$ cat src/rtl/pwm_pkg.sv
// Shared constants and helpers for the PWM timer family.
package pwm_pkg;
  localparam logic MODE_EDGE   = 1'b0;
  localparam logic MODE_CENTER = 1'b1;

  // Reset defaults; sliced down to the block's WIDTH / PRESCALE_W.
  localparam logic [31:0] PER_RST  = 32'hFFFF_FFFF;
  localparam logic [31:0] DUTY_RST = 32'h0;
  localparam logic [31:0] PSC_RST  = 32'h0;

  typedef enum logic {DIR_DOWN = 1'b0, DIR_UP = 1'b1} dir_e;

  function automatic int unsigned ch_lsb(input int unsigned ch, input int unsigned w);
    return ch * w;
  endfunction
endpackage

$ cat src/rtl/pwm_prescaler.sv
// Reload counter: tick_o every reload_i+1 clocks; clr_i holds it at 0.
module pwm_prescaler #(
  parameter int W = 8
) (
  input  logic         clk,
  input  logic         rst_n,
  input  logic         clr_i,
  input  logic [W-1:0] reload_i,
  output logic         tick_o,
  output logic [W-1:0] cnt_o
);
  logic [W-1:0] cnt_q, cnt_d;

  assign tick_o = !clr_i && (cnt_q == reload_i);
  assign cnt_o  = cnt_q;

  always_comb begin
    cnt_d = cnt_q + 1'b1;
    if (clr_i || tick_o) cnt_d = '0;
  end

  always_ff @(posedge clk or negedge rst_n) begin
    if (!rst_n) cnt_q <= '0;
    else        cnt_q <= cnt_d;
  end
endmodule

$ cat src/rtl/pwm_multi_channel.sv
// Multi-channel PWM on a shared prescaler/period counter, edge or center
// aligned, with all settings double-buffered to the period boundary.
module pwm_multi_channel
  import pwm_pkg::*;
#(
  parameter int WIDTH      = 8,
  parameter int CHANNELS   = 4,
  parameter int PRESCALE_W = 8
) (
  input  logic                      clk,
  input  logic                      rst_n,
  input  logic                      enable,
  input  logic                      update_req,
  input  logic                      mode,
  input  logic [PRESCALE_W-1:0]     prescale,
  input  logic [WIDTH-1:0]          period,
  input  logic [CHANNELS*WIDTH-1:0] duty,
  input  logic [CHANNELS-1:0]       polarity,
  output logic [CHANNELS-1:0]       pwm_out,
  output logic                      cycle_start,
  output logic                      update_pending
);
  typedef struct packed {
    logic                             mode;
    logic [PRESCALE_W-1:0]            psc;
    logic [WIDTH-1:0]                 per;
    logic [CHANNELS-1:0][WIDTH-1:0]   duty;
    logic [CHANNELS-1:0]              pol;
  } cfg_t;

  localparam cfg_t CFG_RST = '{
    mode: MODE_EDGE,
    psc:  PSC_RST[PRESCALE_W-1:0],
    per:  PER_RST[WIDTH-1:0],
    duty: {CHANNELS{DUTY_RST[WIDTH-1:0]}},
    pol:  '0
  };

  cfg_t                           cfg_in, act_q, act_d, shd_q, shd_d;
  logic                           pend_q, pend_d;
  logic [CHANNELS-1:0][WIDTH-1:0] duty_in;
  logic [WIDTH-1:0]               cnt_q, cnt_d;
  dir_e                           dir_q, dir_d;
  logic                           bnd;
  logic                           tick;
  logic [PRESCALE_W-1:0]          psc_cnt;
  logic [CHANNELS-1:0]            raw, pwm_d, pwm_q;
  logic                           cs_d, cs_q, ctr_idle;

  for (genvar gi = 0; gi < CHANNELS; gi++) begin : g_din
    assign duty_in[gi] = duty[ch_lsb(gi, WIDTH) +: WIDTH];
  end

  assign cfg_in = {mode, prescale, period, duty_in, polarity};

  pwm_prescaler #(.W(PRESCALE_W)) u_psc (
    .clk     (clk),
    .rst_n   (rst_n),
    .clr_i   (!enable),
    .reload_i(act_q.psc),
    .tick_o  (tick),
    .cnt_o   (psc_cnt)
  );

  // Period counter; bnd marks the tick that closes a period.
  always_comb begin
    cnt_d = cnt_q;
    dir_d = dir_q;
    bnd   = 1'b0;
    if (!enable) begin
      cnt_d = '0;
      dir_d = DIR_UP;
    end else if (tick) begin
      if (act_q.mode == MODE_EDGE) begin
        dir_d = DIR_UP;
        if (cnt_q == act_q.per) begin
          cnt_d = '0;
          bnd   = 1'b1;
        end else begin
          cnt_d = cnt_q + 1'b1;
        end
      end else if (act_q.per == '0) begin
        cnt_d = '0;
        dir_d = DIR_UP;
        bnd   = 1'b1;
      end else if (dir_q == DIR_UP) begin
        if (cnt_q == act_q.per - 1'b1) dir_d = DIR_DOWN;
        else                            cnt_d = cnt_q + 1'b1;
      end else begin
        if (cnt_q == '0) begin
          dir_d = DIR_UP;
          bnd   = 1'b1;
        end else begin
          cnt_d = cnt_q - 1'b1;
        end
      end
    end
  end

  // Boundary load wins; a request landing on the boundary bypasses the shadow.
  always_comb begin
    shd_d  = shd_q;
    act_d  = act_q;
    pend_d = pend_q;
    if (update_req) begin
      shd_d  = cfg_in;
      pend_d = 1'b1;
    end
    if (bnd && update_req) begin
      act_d  = cfg_in;
      pend_d = 1'b0;
    end else if ((bnd || !enable) && pend_q) begin
      act_d  = shd_q;
      pend_d = update_req;
    end
  end

  assign ctr_idle = (act_q.mode == MODE_CENTER) && (act_q.per == '0);

  for (genvar gi = 0; gi < CHANNELS; gi++) begin : g_ch
    assign raw[gi] = !ctr_idle && (cnt_q < act_q.duty[gi]);
  end

  assign pwm_d = enable ? (raw ^ act_q.pol) : act_q.pol;
  assign cs_d  = enable && (cnt_q == '0) && (psc_cnt == '0) && (dir_q == DIR_UP);

  always_ff @(posedge clk or negedge rst_n) begin
    if (!rst_n) begin
      act_q  <= CFG_RST;
      shd_q  <= CFG_RST;
      pend_q <= 1'b0;
      cnt_q  <= '0;
      dir_q  <= DIR_UP;
      pwm_q  <= '0;
      cs_q   <= 1'b0;
    end else begin
      act_q  <= act_d;
      shd_q  <= shd_d;
      pend_q <= pend_d;
      cnt_q  <= cnt_d;
      dir_q  <= dir_d;
      pwm_q  <= pwm_d;
      cs_q   <= cs_d;
    end
  end

  assign pwm_out        = pwm_q;
  assign cycle_start    = cs_q;
  assign update_pending = pend_q;
endmodule
$ cat config.mk
export PLATFORM = sky130hd
export DESIGN_NAME = pwm_multi_channel
export DESIGN_NICKNAME = d
export VERILOG_FILES = /design/src/rtl/pwm_pkg.sv /design/src/rtl/pwm_prescaler.sv /design/src/rtl/pwm_multi_channel.sv
export SDC_FILE = /design/constraint.sdc
export NUM_CORES = 1
export LEC_CHECK = 0
export BUFFER_PORTS_ARGS = -buffer_cell sky130_fd_sc_hd__buf_2
export CORE_MARGIN = 2
export CORE_UTILIZATION = 50
export DETAILED_ROUTE_END_ITERATION = 10
export GPL_ROUTABILITY_DRIVEN = 1
export PLACE_DENSITY = 0.67
export SLEW_MARGIN = 20
export SYNTH_ARGS = -nofsm -noshare
export SYNTH_HDL_FRONTEND = slang
export SYNTH_SLANG_ARGS = --single-unit
$ cat constraint.sdc
create_clock -name clk -period 3.4 [get_ports clk]
set_clock_uncertainty 0.1 [all_clocks]
set_input_delay 0.34 -clock clk [delete_from_list [all_inputs] [get_ports clk]]
set_output_delay 0.34 -clock clk [all_outputs]
set_load 0.01 [all_outputs]
==> results.txt <==
Outcome = completed
Core area = 13,930 sq um
Synth warn = 0
# setup viols final = 0
Netlist Area Pre-Place = 7133 sq um
1st-iter DRT viols = 377
Layout cells sized above 1 = 28.03%
Worst skew pair latency = 0.43 ns
TNS Setup = 0 ns
Via/cell ratio = 6.203
Relative slew slack = 39.18%
CP Launch Type = flip-flop
CTS buffer count = 17
Number of global-route vias before repair = 5,946
RSZ-0062 raised after global routing = false
Post-Syn Nets = 785
Worst Hold Launch = duty[3]
Routability cong. = 0.9984
Worst setup path startpoint = act_q[36]
Worst Path Required = 3.62 ns
Top FF cell, synth = dfrtp_1
DRC violations left = 0
Async SR Flop Fraction = 100.0%
Antenna viol nets, final = 0
Routed WL = 18.42 mm
Root Buffer = clkbuf_16
Min-Delay Path Class = primary input to flip-flop
CTS clock-pin slew for the worst setup and hold paths = 0.06 ns
Gr usage total = 26.07%
Starting Density = 51.19%
Commonest cells after routing, fill and taps aside = 112 x dfrtp_1, 61 x buf_2, 54 x nor2_1, 54 x mux2_2, 51 x a21oi_1
H-tree depth = 4
Pwr Total = 4726 uW
Critical Path AT = 3.25 ns
Final hold viol count = 0
Clock buffer depth = 2
Fillers = 1,178
Port Buffer Count = 62
Max frequency = 329.2 MHz
Leakage Power = 0.003671 uW
Area grow syn2layout = 15.75%
Post-synth EDFFs = 0
Die width = 123.4 um
Largest net degree at the start of global routing = 89
Synth top area share = 39.29%
Pins Over Slew Limit = 0
Detailed Place HPWL = 11.69 mm
Grt total ovfl = 0
Final min period = 3.038 ns
Count of cell types in the netlist = 56
Routed length per instance = 19.59 um
Post-Syn Area per Cell = 10.29 sq um
Dominant cells by area after synthesis = dfrtp_1 39%, mux2_2 8.5%, dfstp_2 6.3%, ha_1 6.1%, a21oi_1 3.6%
Cell accounting for the most synthesized area = dfrtp_1
Worst Tran Pin Value = 0.8893 ns
Post-Syn Instances = 693
First drt pass iteration count = 5
N_diodes = 0
Die H = 123.4 um
# Post-CTS Setup Buffers = 0
CTS sink count = 129
Final critical-path share of the clock period = 89.34%
Max-Cap Viols = 0
R2r startpoint = act_q[36]
TritonCTS clock tree = yes
Num rows = 43
Setup crit end kind = flip-flop
Die area = 15,240 sq um
Seq/Total Area, Yosys = 45.55%
Antenna violations before repair = 0
Net count, final = 839
Power Density = 572.4 nW/um^2
CP Max Fanout = 64
Commonest non-fill, non-tap cell in the layout = dfrtp_1
Flops & latches, synth = 129
I/O pins = 63
Via count = 5,831
Global-route wire length before repair = 30.10 mm
Maximum VDD drop = 0.3246 mV
Setup Crit Path Kind = flip-flop to flip-flop
## path summary, 6_finish.rpt
kind / to / slack [ns] / cells past startpoint
min in group asynchronous: shd_q[15] / 0.34 / 2
worst max register to register: act_q[22] / 0.36 / 9
worst min-delay path: shd_q[7] / 0.06 / 2
worst min register to register: pwm_out[3] / 0.38 / 1
worst max-delay path: act_q[22] / 0.36 / 9
max in group asynchronous: act_q[43] / 1.97 / 3
## repair_timing
item                                    4_1_cts  5_1_grt
hold buffers                                  1        0
endpoints found under the hold margin        27        0
gates resized for setup                       0        1
endpoints found under the setup margin        0       12
## state kept, by name, indices dropped and copies added, names as in the netlist
register / flops
u_psc.cnt_o: 8
act_q: 53
cnt_q: 8
dir_q: 1
shd_q: 53
update_pending: 1
cycle_start: 1
pwm_out: 4
## final cells by class
class                   instances  area, sq um  share of cell area, %
flip-flops and latches        129         3249                  39.35
inverters                      42        157.7                  1.909
repair buffers                 83        485.5                  5.880
multi-input cells             474         3526                  42.70
clock inverters                12        156.4                  1.894
well taps                     180        225.2                  2.728
clock buffers                  20        456.7                  5.531
## logic make-up (layout without fill, tap and decap cells)
logic type	Yosys count	in the layout	share of synthesized area (%)
compound gates	222	223	20.96
xor+xnor	33	33	4.052
fa+ha+maj	35	35	6.139
buf+inv	91	157	5.420
flops	129	129	45.55
mux	57	57	8.946
simple gates	126	126	8.928
## through the flow
step / area (sq um) / instances / hold WS [ns] / utilization, % / setup WS [ns]
floorplan: 7133 / 693 / -0.05559 / - / 0.8275
global placement: 7614 / 906 / 0.2597 / 54.64 / 0.3512
detailed placement: 7614 / 906 / 0.2672 / 54.64 / 0.2870
CTS: 8237 / 939 / 0.04901 / 59.11 / 0.2649
global route: 8257 / 940 / 0.05518 / 59.25 / 0.1137
finish: 8257 / 940 / 0.05805 / 59.25 / 0.3623
## synthesized netlist by cell type (15+ instances only)
cell type,count
a21oi_1,51
mux2_2,54
dfrtp_1,112
xnor2_1,22
a21o_1,16
a31oi_1,37
o21ai_0,48
nor2_1,54
nand2_1,15
dfstp_2,17
o221a_2,17
clkbuf_1,28
inv_1,40
buf_2,18
ha_1,35
## per-layer routing
layer | global-route usage, % | vias up | share of wire [%] | wire [um]
met4 | 11.93 | 0 | 2.4 | 450
met2 | 41.72 | 196 | 48 | 8898
met5 | 0 | - | 0 | 0
met3 | 5.304 | 41 | 5.7 | 1055
li1 | - | 2652 | - | -
met1 | 34.14 | 2942 | 44 | 8012
## worst max-delay path, cell delays in order (launching register included)
cell	delay, ns
dfstp_2	0.57
inv_1	0.07
ha_1	0.21
nor4b_1	0.18
a21oi_1	0.27
nand2_1	0.29
nand4_4	0.18
buf_4	0.61
o211ai_1	0.25
o221a_2	0.18
## power breakdown
part           switching [uW]  total [uW]  internal (uW)  leakage, uW
Combinational             504         904            400      0.00185
Clock                     714        1910           1190     0.000289
Sequential                147        1920           1770      0.00153
Note: power is estimated with default switching activity, not from simulation.
